===== config.mk =====
export PLATFORM = sky130hd
export DESIGN_NAME = serial_adder
export DESIGN_NICKNAME = d
export VERILOG_FILES = /design/src/rtl/serial_adder.sv
export SDC_FILE = /design/constraint.sdc
export NUM_CORES = 1
export LEC_CHECK = 0
export ABC_AREA = 1
export BUFFER_PORTS_ARGS = -buffer_cell sky130_fd_sc_hd__buf_4
export CAP_MARGIN = 30
export CORE_UTILIZATION = 55
export DETAILED_ROUTE_END_ITERATION = 8
export PLACE_DENSITY = 0.78
export SLEW_MARGIN = 20
export SYNTH_ARGS = -nofsm -noshare
export SYNTH_HDL_FRONTEND = slang
export SYNTH_SLANG_ARGS = --single-unit
export TNS_END_PERCENT = 1

===== constraint.sdc =====
create_clock -name clk -period 1.6 [get_ports clk]
set_input_delay 0.4 -clock clk [delete_from_list [all_inputs] [get_ports clk]]
set_output_delay 0.4 -clock clk [all_outputs]
set_load 0.005 [all_outputs]

===== src/rtl/serial_adder.sv =====
// Bit-serial WIDTH-bit adder: one operand bit pair per clock through a single
// full_adder cell, with a start/busy/done handshake and a registered parallel result.

module full_adder (
  input  logic a,
  input  logic b,
  input  logic ci,
  output logic sum,
  output logic co
);
  assign sum = a ^ b ^ ci;
  assign co  = (a & b) | (ci & (a ^ b));
endmodule

module serial_adder #(
  parameter int WIDTH = 8
) (
  input  logic             clk,
  input  logic             rst_n,
  input  logic             start,
  input  logic [WIDTH-1:0] op_a,
  input  logic [WIDTH-1:0] op_b,
  input  logic             cin,
  output logic             busy,
  output logic             done,
  output logic [WIDTH-1:0] result,
  output logic             cout
);
  localparam int CW = $clog2(WIDTH);
  localparam logic [CW-1:0] LAST_BIT = CW'(WIDTH - 1);

  typedef enum logic [1:0] {S_IDLE, S_RUN, S_DONE} state_t;

  state_t           r_state;
  logic [WIDTH-1:0] r_a;
  logic [WIDTH-1:0] r_b;
  logic [WIDTH-1:0] r_sum;
  logic             r_carry;
  logic [CW-1:0]    r_cnt;
  logic             r_busy;
  logic             r_done;
  logic [WIDTH-1:0] r_result;
  logic             r_cout;

  logic             w_sum;
  logic             w_co;
  logic [WIDTH-1:0] w_sum_next;

  full_adder u_fa (
    .a   (r_a[0]),
    .b   (r_b[0]),
    .ci  (r_carry),
    .sum (w_sum),
    .co  (w_co)
  );

  // Sum bits enter at the MSB so that bit 0 lands in position 0 after WIDTH shifts.
  assign w_sum_next = {w_sum, r_sum[WIDTH-1:1]};

  always_ff @(posedge clk or negedge rst_n) begin
    if (!rst_n) begin
      r_state  <= S_IDLE;
      r_a      <= '0;
      r_b      <= '0;
      r_sum    <= '0;
      r_carry  <= 1'b0;
      r_cnt    <= '0;
      r_busy   <= 1'b0;
      r_done   <= 1'b0;
      r_result <= '0;
      r_cout   <= 1'b0;
    end else begin
      case (r_state)
        S_IDLE, S_DONE: begin
          r_done <= 1'b0;
          if (start) begin
            r_a     <= op_a;
            r_b     <= op_b;
            r_carry <= cin;
            r_cnt   <= '0;
            r_busy  <= 1'b1;
            r_state <= S_RUN;
          end else begin
            r_state <= S_IDLE;
          end
        end
        S_RUN: begin
          r_a     <= {1'b0, r_a[WIDTH-1:1]};
          r_b     <= {1'b0, r_b[WIDTH-1:1]};
          r_sum   <= w_sum_next;
          r_carry <= w_co;
          r_cnt   <= r_cnt + 1'b1;
          if (r_cnt == LAST_BIT) begin
            r_result <= w_sum_next;
            r_cout   <= w_co;
            r_busy   <= 1'b0;
            r_done   <= 1'b1;
            r_state  <= S_DONE;
          end
        end
        default: begin
          r_busy  <= 1'b0;
          r_done  <= 1'b0;
          r_state <= S_IDLE;
        end
      endcase
    end
  end

  assign busy   = r_busy;
  assign done   = r_done;
  assign result = r_result;
  assign cout   = r_cout;

endmodule


[After elaboration in Yosys (flattened, before gate mapping)]
Index checks and enable logic that the tools add are counted.
Storage, ports and cells
  register bits after elaboration: 41
  bits of input ports: 20
  output and inout bits: 11
  word-level logic and storage cells: 43
Operators by class
  add/sub/neg operators: 1
  eq/ne operators: 5
  mux-type cells: 16
  bitwise operators: 5
  reductions and logical operators: 6
Operators with widths (count)
  case mux 8 bit (2 select lines): 2
  2-to-1 mux 8 bit: 2
  2-to-1 mux 1 bit: 6
  case mux 3 bit (2 select lines): 1
  AND reduction 2 bit: 3
  inequality test 2 bit (second input constant): 2
  case mux 1 bit (2 select lines): 2
  case mux 2 bit (2 select lines): 1
  adder 3 x 1 -> 3 bit (second input constant): 1
  equality test 3 bit (second input constant): 1
  2-to-1 mux 3 bit: 1
  AND 1 bit: 2
  equality test 2 x 1 -> 1 bit (second input constant): 1
  equality test 2 bit (second input constant): 1
  zero test 2 bit: 1
  2-to-1 mux 2 bit: 1
  nonzero test 2 bit: 1
  OR reduction 2 bit: 1
  XOR 1 bit: 2
  bitwise OR 1 bit: 1

[Longest topological paths before layout]
Gate-level depths: netlist of run 1.
  word-level depth: 4
  gate-level depth with buffers: 8
  depth with buffers taken out: 6

[Modules after synthesis]
Synthesis of run 1 repeated with hierarchy kept, for this count alone.
Second synthesis, totals
  cells, all modules: 222
  area total of the unflattened synthesis: 1869.3 um^2
Modules (own cells, without submodules)
  serial_adder: instances 1, cells each 221, area each 1849.3 um^2, sequential area each 975.9 um^2
  full_adder: instances 1, cells each 1, area each 20.0 um^2, sequential area each 0.0 um^2

[Worst setup path before layout of run 1]
Ideal clock, no wire load.
  path type: reg2reg
  start: reg r_cnt[0]
  end: reg r_result[1], in the netlist result[1]
  library setup time: 0.074 ns
  arrival time: 1.155 ns
  setup slack: 0.371 ns
  cell stages (with the launch flop): 7
  clock period less this slack: 1.229 ns
  path through: dfrtp_1 -> ha_1 -> ha_1 -> nand2_4 -> buf_6 -> nand2_1 -> o21ai_2
Between the ends
  cells in the longest elaborated chain, start to end: 2
RTL lines
  from (decl): RTL line 39  | logic [CW-1:0] r_cnt;
  from (signal assigned): RTL line 92  | r_cnt <= r_cnt + 1'b1;
  equality test 3 bit: RTL line 93  | if (r_cnt == LAST_BIT) begin
  AND reduction 2 bit (no source line)
  to (signal assigned): RTL line 94  | r_result <= w_sum_next;
  to (decl): RTL line 42  | logic [WIDTH-1:0] r_result;
No other way between the ends.
A chain may end at the register's enable or synchronous reset.

[Worst setup path in the final report of run 1]
  start: reg r_cnt[0]
  end: reg r_result[0], in the netlist result[0]
The elaborated chain is that of the path after synthesis.

==> results of run 1 <==
-- cell usage after synthesis, drive strengths merged --
master   n
nand2   77
inv     42
dfrtp   39
nand3   30
o21ai   19
buf      9
ha       2
nor2     2
a21oi    1
fa       1
-- kinds of logic (layout without fill, tap and decap cells) --
group	Yosys count	count (layout)	share of synthesized area, %
AND/OR/NAND/NOR	109	109	25.6
buffers and inverters	51	83	12.8
flip-flops	39	39	52.2
AO/OA/AOI/OAI	20	20	6.96
adder cells (fa/ha/maj)	3	3	2.41
-- sequential cells by signal, summed over array words and instances (netlist names) --
register / count
busy: 1
r_cnt: 3
r_b: 8
r_a: 8
r_carry: 1
result: 8
cout: 1
r_state: 2
r_sum: 7
-- area by class of cell --
cell class | instances | area (um^2)
multi-input combinational | 132 | 654
inverter | 42 | 165
clock inverter | 1 | 5.00
timing repair buffer | 33 | 248
sequential | 39 | 976
clock buffer | 7 | 45.0
tap | 44 | 55.1
fill | 271 | 980
-- where the power goes --
part	internal [uW]	switching (uW)	total (uW)
clock network	171	304	475
registers	1450	260	1710
logic	763	1140	1910
total	2380	1710	4090
-- worst min-delay path by stage --
stage,endpoint,depth (start not counted),from,slack [ns]
after floorplan,busy,0,rst_n,0.10
after global placement,result[1],1,rst_n,0.40
after detailed placement,result[0],1,rst_n,0.40
after CTS,r_state[0],1,rst_n,0.02
after global routing,r_state[0],1,rst_n,0.03
final,r_state[0],1,rst_n,0.001
-- critical path, delay by kind of cell, from the launching register on --
| family | cells | cell delay, ns |
|---|---|---|
| buf+inv | 1 | 0.08 |
| fa+ha+maj | 2 | 0.43 |
| simple gates | 3 | 0.32 |
| flops | 1 | 0.41 |
-- through the flow --
stage / util, % / std cells
finish: 68.7 / 298
global route: 68.7 / 298
CTS: 68.7 / 298
detailed placement: 67.1 / 290
global placement: 67.1 / 290
floorplan: - / 222
-- routing by layer --
| metal | global-route usage, % | share of wire [%] |
|---|---|---|
| met2 | 34.2 | 48 |
| met4 | 10.3 | 2.0 |
| met3 | 4.55 | 4.1 |
| met5 | 0 | 0 |
| met1 | 27.2 | 46 |
==> results.cfg, run 1 <==
[floorplanning]
core_area_mm2 = 0.00313
floorplan.initialDensity_pct = 59.8
fp.dieArea_mm2 = 0.00364
fp.dieH_um = 60.3
chipWidth_um = 60.3
floorplan.io_pins = 31
floorplan.rows = 20

[layout]
layout-drive-gt1-share_pct = 21.7
layout_common_cells = 73 x nand2_1, 39 x inv_1, 39 x dfrtp_1
num-nets-final = 276
final_area_mm2 = 0.00215
n_antenna_cell = 0
areaGrowthSynthToFinish_pct = 14.9
final_common_cell = nand2_1

[pwr]
worst_ir_drop_vdd_v = 0.000986
total_power_uw = 4090
power.density_cell_area_mw_per_mm2 = 1900
cellLeakagePower_uw = 0.00122

[placed_design]
port-buffer-count = 30
dp.final_hpwl_mm = 2.21
gp_congestion = 0.729
worst_setup_slack_post_dpl_ns = 0.252
post_dp_cell_area_mm2 = 0.00210

[global_route]
grt_first_pass_wirelength_mm = 5.58
antenna_found_initial = 0
grt_usage_pct = 21.2
grt_max_degree = 40
vias_in_the_first_global_route = 1333
grt-ovfl-total = 0

[worst_setup_path]
path_max_fanout = 18
register_to_register_setup_slack_ns = 0.25
crit_path_cell_trace = ha_1, ha_1, nand2_4, inv_1, nand2_1, nand2_1
rr_startpoint = r_cnt[0]
end_of_the_critical_path = result[0]
critical-path-max-stage-delay_ns = 0.41
worstRegToRegCells = 6
setup.worst_path.end_class = register
critPathRequiredTime_ns = 1.84
critical_path_class = reg2reg
cpMaxStageDelayCell = dfrtp_1
timing.rr.end = result[0]
cp_data_arrival_time_ns = 1.60
worst_setup_path_start_kind = register
timing.critical_path.from = r_cnt[0]

[sta]
maxClockFrequency_ghz = 0.739
final.setup_skew_ns = 0.0115
rsz0062_at_grt = false
worst_margin_slew_ns = 0.479
timing.setup.tns_ns = 0
setup_viol = 0
fin_crit_share_pct = 84.6
slew_violations = 0
finalWorstSetupSlack_ns = 0.247
holdWs_ns = 0.00138
maxSlewHeadroom_pct = 68.1
timing.final.hold_violations = 0
tmin_final_ns = 1.35

[clocking]
cts_root_buffer = clkbuf_4
cts.sinks = 39
cts_htree_levels = 2
setup_fix_buffers_added_after_clock_tree_synthesis = 0
cts_tree = done
clockBufferDepth = 2
cts_resized = 0
cts_inserted_buffers = 5
cts_hold_buf = 0
reg_clk_slew_reported_paths_ns = 0.11
clock_latency_ns = 0.34

[synthesis]
synth_cell_types = 19
ys_top_cells_by_area = dfrtp_1 52%, nand2_1 15%, nand3_1 8.0%, inv_1 7.8%, o21ai_2 3.7%
synth.cell_area_mm2 = 0.00187
postSynthNetCount = 245
ys.warnings.count = 0
synth_area_per_cell_um2 = 8.42
synthesis.instances = 222
yosys.area.top_type_share_pct = 52.2
ys_ff_latch = 39
synth_top_area_cell = dfrtp_1
synth.yosys.seq_area_share_pct = 52.2

[detailed_routing]
drcViolationCount = 0
route.detailed.wl_per_inst_um = 10.8
total_wire_length_after_detailed_routing_mm = 3.21
total_via_count_after_detailed_routing = 1422
detail_route.first_pass.iterations = 4
detail-route-antenna-nets = 0
routed_via_density = 4.77
drt-initial-drc-count = 94

[min_path]
min_delay_worst_type = in2async

[run]
max-cap-violations = 0

[outcome]
run_status = complete, no violations
(Power assumes the default switching activity.)
==> inputs of run 2 (changes only) <==
ABC_AREA = 0   (was 1)
clock period = 1.25 ns   (was 1.6 ns; I/O delays follow)
==> run 2 against run 1 <==
Wire length is 13% higher. Sequential power grew 37%. Clock power increased by 53%. Final cell count fell by 20%. Largest power group unchanged. Synthesized cell count decreased by 33%. The run now ends with setup timing left. Non-clock buffer count up 15. Synthesized area shrank 1.5%.
==> results.cfg, run 2 <==
[outcome]
run_status = finished with violations
failing_checks = setup timing

[detailed_routing]
routed_via_density = 5.39
detail_route.first_pass.iterations = 4
drcViolationCount = 0
total_via_count_after_detailed_routing = 1284
route.detailed.wl_per_inst_um = 15.2
total_wire_length_after_detailed_routing_mm = 3.63
drt-initial-drc-count = 45
detail-route-antenna-nets = 0

[worst_setup_path]
path_max_fanout = 2
register_to_register_setup_slack_ns = -0.11
rr_startpoint = r_cnt[0]
worst_setup_path_start_kind = register
critPathRequiredTime_ns = 1.50
critical_path_buf_inv_count = 0
cpMaxStageDelayCell = dfrtp_1
timing.rr.end = r_cnt[2]
critical_path_class = reg2reg
cp_top_family = adder cells
critical-path-max-stage-delay_ns = 0.41
crit_path_cell_trace = ha_2, ha_4, mux2_4, a22o_1
worstRegToRegCells = 4
setup.worst_path.end_class = register
cp_data_arrival_time_ns = 1.61

[global_route]
vias_in_the_first_global_route = 1322
grt_usage_pct = 23.3
grt_max_degree = 40
grt-ovfl-total = 0
antenna_found_initial = 0
grt_first_pass_wirelength_mm = 6.04

[synthesis]
postSynthNetCount = 171
synthMuxAreaShare_pct = 20.5
synth_top_family_by_area = multiplexers
synth.yosys.seq_area_share_pct = 53.0
synth.cell_area_mm2 = 0.00184
ys_top_cells_by_area = dfrtp_1 53%, mux2_2 10%, mux2i_1 8.7%, a211oi_1 5.7%, nor2b_1 5.1%
synthesized_area_fraction_occupied_by_and_or_nand_nor_cells_pct = 7.48
yosys.area.top_type_share_pct = 53.0
synth_commonest_cells = 39 x dfrtp_1, 17 x mux2_2, 16 x mux2i_1
synthesis.instances = 148
synthArstFlopShare_pct = 100
synth_top_area_cell = dfrtp_1
yosys.area_share.adder_pct = 2.45
synth_cell_types = 23
synth_compound_area_share_pct = 12.6
post_synth_xor_area_fraction_pct = 0
synth-edff-count = 0
most_used_flip_flop_cell_after_synthesis = dfrtp_1
ys_ff_latch = 39
synthMostInstantiatedCell = dfrtp_1
synth_area_per_cell_um2 = 12.4
ys.warnings.count = 0

[placed_design]
port-buffer-count = 30
dp.final_hpwl_mm = 2.47
gp_congestion = 0.761
post_dp_cell_area_mm2 = 0.00221

[layout]
finish.utilization_pct = 77.2
layout-drive-gt1-share_pct = 40.7
final_area_mm2 = 0.00240
num-nets-final = 216
layout_common_cells = 42 x buf_4, 38 x dfrtp_1, 18 x mux2_4
fillers = 206
areaGrowthSynthToFinish_pct = 30.2
final_common_cell = buf_4
n_antenna_cell = 0

[min_path]
min_delay_worst_type = in2reg
worst_hold_path.endpoint = r_carry
hold_path_startpoint = cin
worstHoldPathCells = 3

[clocking]
clock_latency_ns = 0.35
reg_clk_slew_reported_paths_ns = 0.11
cts_root_buffer = clkbuf_4
cts_inserted_buffers = 5
cts_tree = done
cts.sinks = 39
cts_htree_levels = 2
clockBufferDepth = 2

[sta]
tmin_final_ns = 1.36
setup_viol = 20
timing.final.hold_violations = 0
maxSlewHeadroom_pct = 67.0
worst_margin_slew_ns = 0.495
final.setup_skew_ns = 0.00682
slew_violations = 0
fin_crit_share_pct = 109
maxClockFrequency_ghz = 0.734
timing.setup.tns_ns = -1.06
holdWs_ns = 0.240
rsz0062_at_grt = true
finalWorstSetupSlack_ns = -0.112

[floorplanning]
fp.dieArea_mm2 = 0.00358
floorplan.rows = 20
core_area_mm2 = 0.00310
chipWidth_um = 59.9
floorplan.initialDensity_pct = 59.3
fp.dieH_um = 59.9
floorplan.io_pins = 31

[pwr]
power.density_cell_area_mw_per_mm2 = 2420
worst_ir_drop_vdd_v = 0.00133
cellLeakagePower_uw = 0.00110

[run]
max-cap-violations = 0
## run 2: changes by cell type after synthesis, moves of 13 or more
cell | before | now
nand2_1 | 73 | 1
inv_1 | 39 | 1
nand3_1 | 30 | 2
mux2_2 | 0 | 17
mux2i_1 | 0 | 16
nor2b_1 | 0 | 15
a211oi_1 | 0 | 14
a21oi_1 | 1 | 14
## run 2: worst min-delay path, delay by kind of cell
| family | cells | cell delay, ns |
|---|---|---|
| buffers and inverters | 1 | 0.08 |
| AOI/OAI and AO/OA | 2 | 0.15 |
## run 2: what timing repair did
item                                    in CTS  in global routing
pin swaps                                    2                  1
resized for setup                           17                  6
hold buffers                                 1                  0
endpoints found under the setup margin      20                 24
setup buffers                                2                  0
endpoints found under the hold margin       39                  0
## run 2: layer usage
layer	GRT usage [%]	vias up	wire length (um)
met2	36.7	28	1740
met4	9.30	0	55
met3	4.55	5	92
met1	31.9	628	1730
li1	-	623	-
met5	0	-	0
## run 2: kinds of logic (layout without fill, tap and decap cells)
logic type	count (synthesis)	after routing
AOI/OAI and AO/OA	36	36
adders and majority gates	3	3
buffers and inverters	11	57
DFF	39	39
muxes	35	35
and+or+nand+nor	24	24
## run 2: report_power, final
group          internal (uW)  leakage (uW)  switching [uW]
combinational           1720      0.000603            1010
sequential              1880      0.000463             462
clock                    331     0.0000386             397
total                   3930       0.00110            1870
## run 2: worst max path at each step
stage	startpoint	cells after the start	slack [ns]	to
4_1_cts	r_state[1]	2	-0.11	done
2_1_floorplan	r_cnt[1]	4	-0.05	r_cnt[2]
3_3_place_gp	r_cnt[1]	4	-0.05	result[6]
5_1_grt	r_state[1]	2	-0.16	done
6_report	r_cnt[0]	4	-0.11	r_cnt[2]
3_5_place_dp	r_cnt[1]	4	-0.10	result[6]
## run 2: layout make-up
type | count | area, um^2 | area share, %
well taps | 44 | 55.1 | 2.30
multi-input cells | 98 | 892 | 37.2
clock buffers | 8 | 68.8 | 2.87
repair buffers | 48 | 399 | 16.7
inverters | 1 | 3.75 | 0.157
flip-flops and latches | 39 | 977 | 40.8
## run 2: stage by stage
step                      instances  power (uW)  setup slack [ns]
after global routing            238        6190            -0.158
after CTS                       238        5730            -0.109
after detailed placement        227        4730            -0.101
after floorplan                 148        3800           -0.0530
after global placement          227        4540           -0.0537
final                           238        5800            -0.112
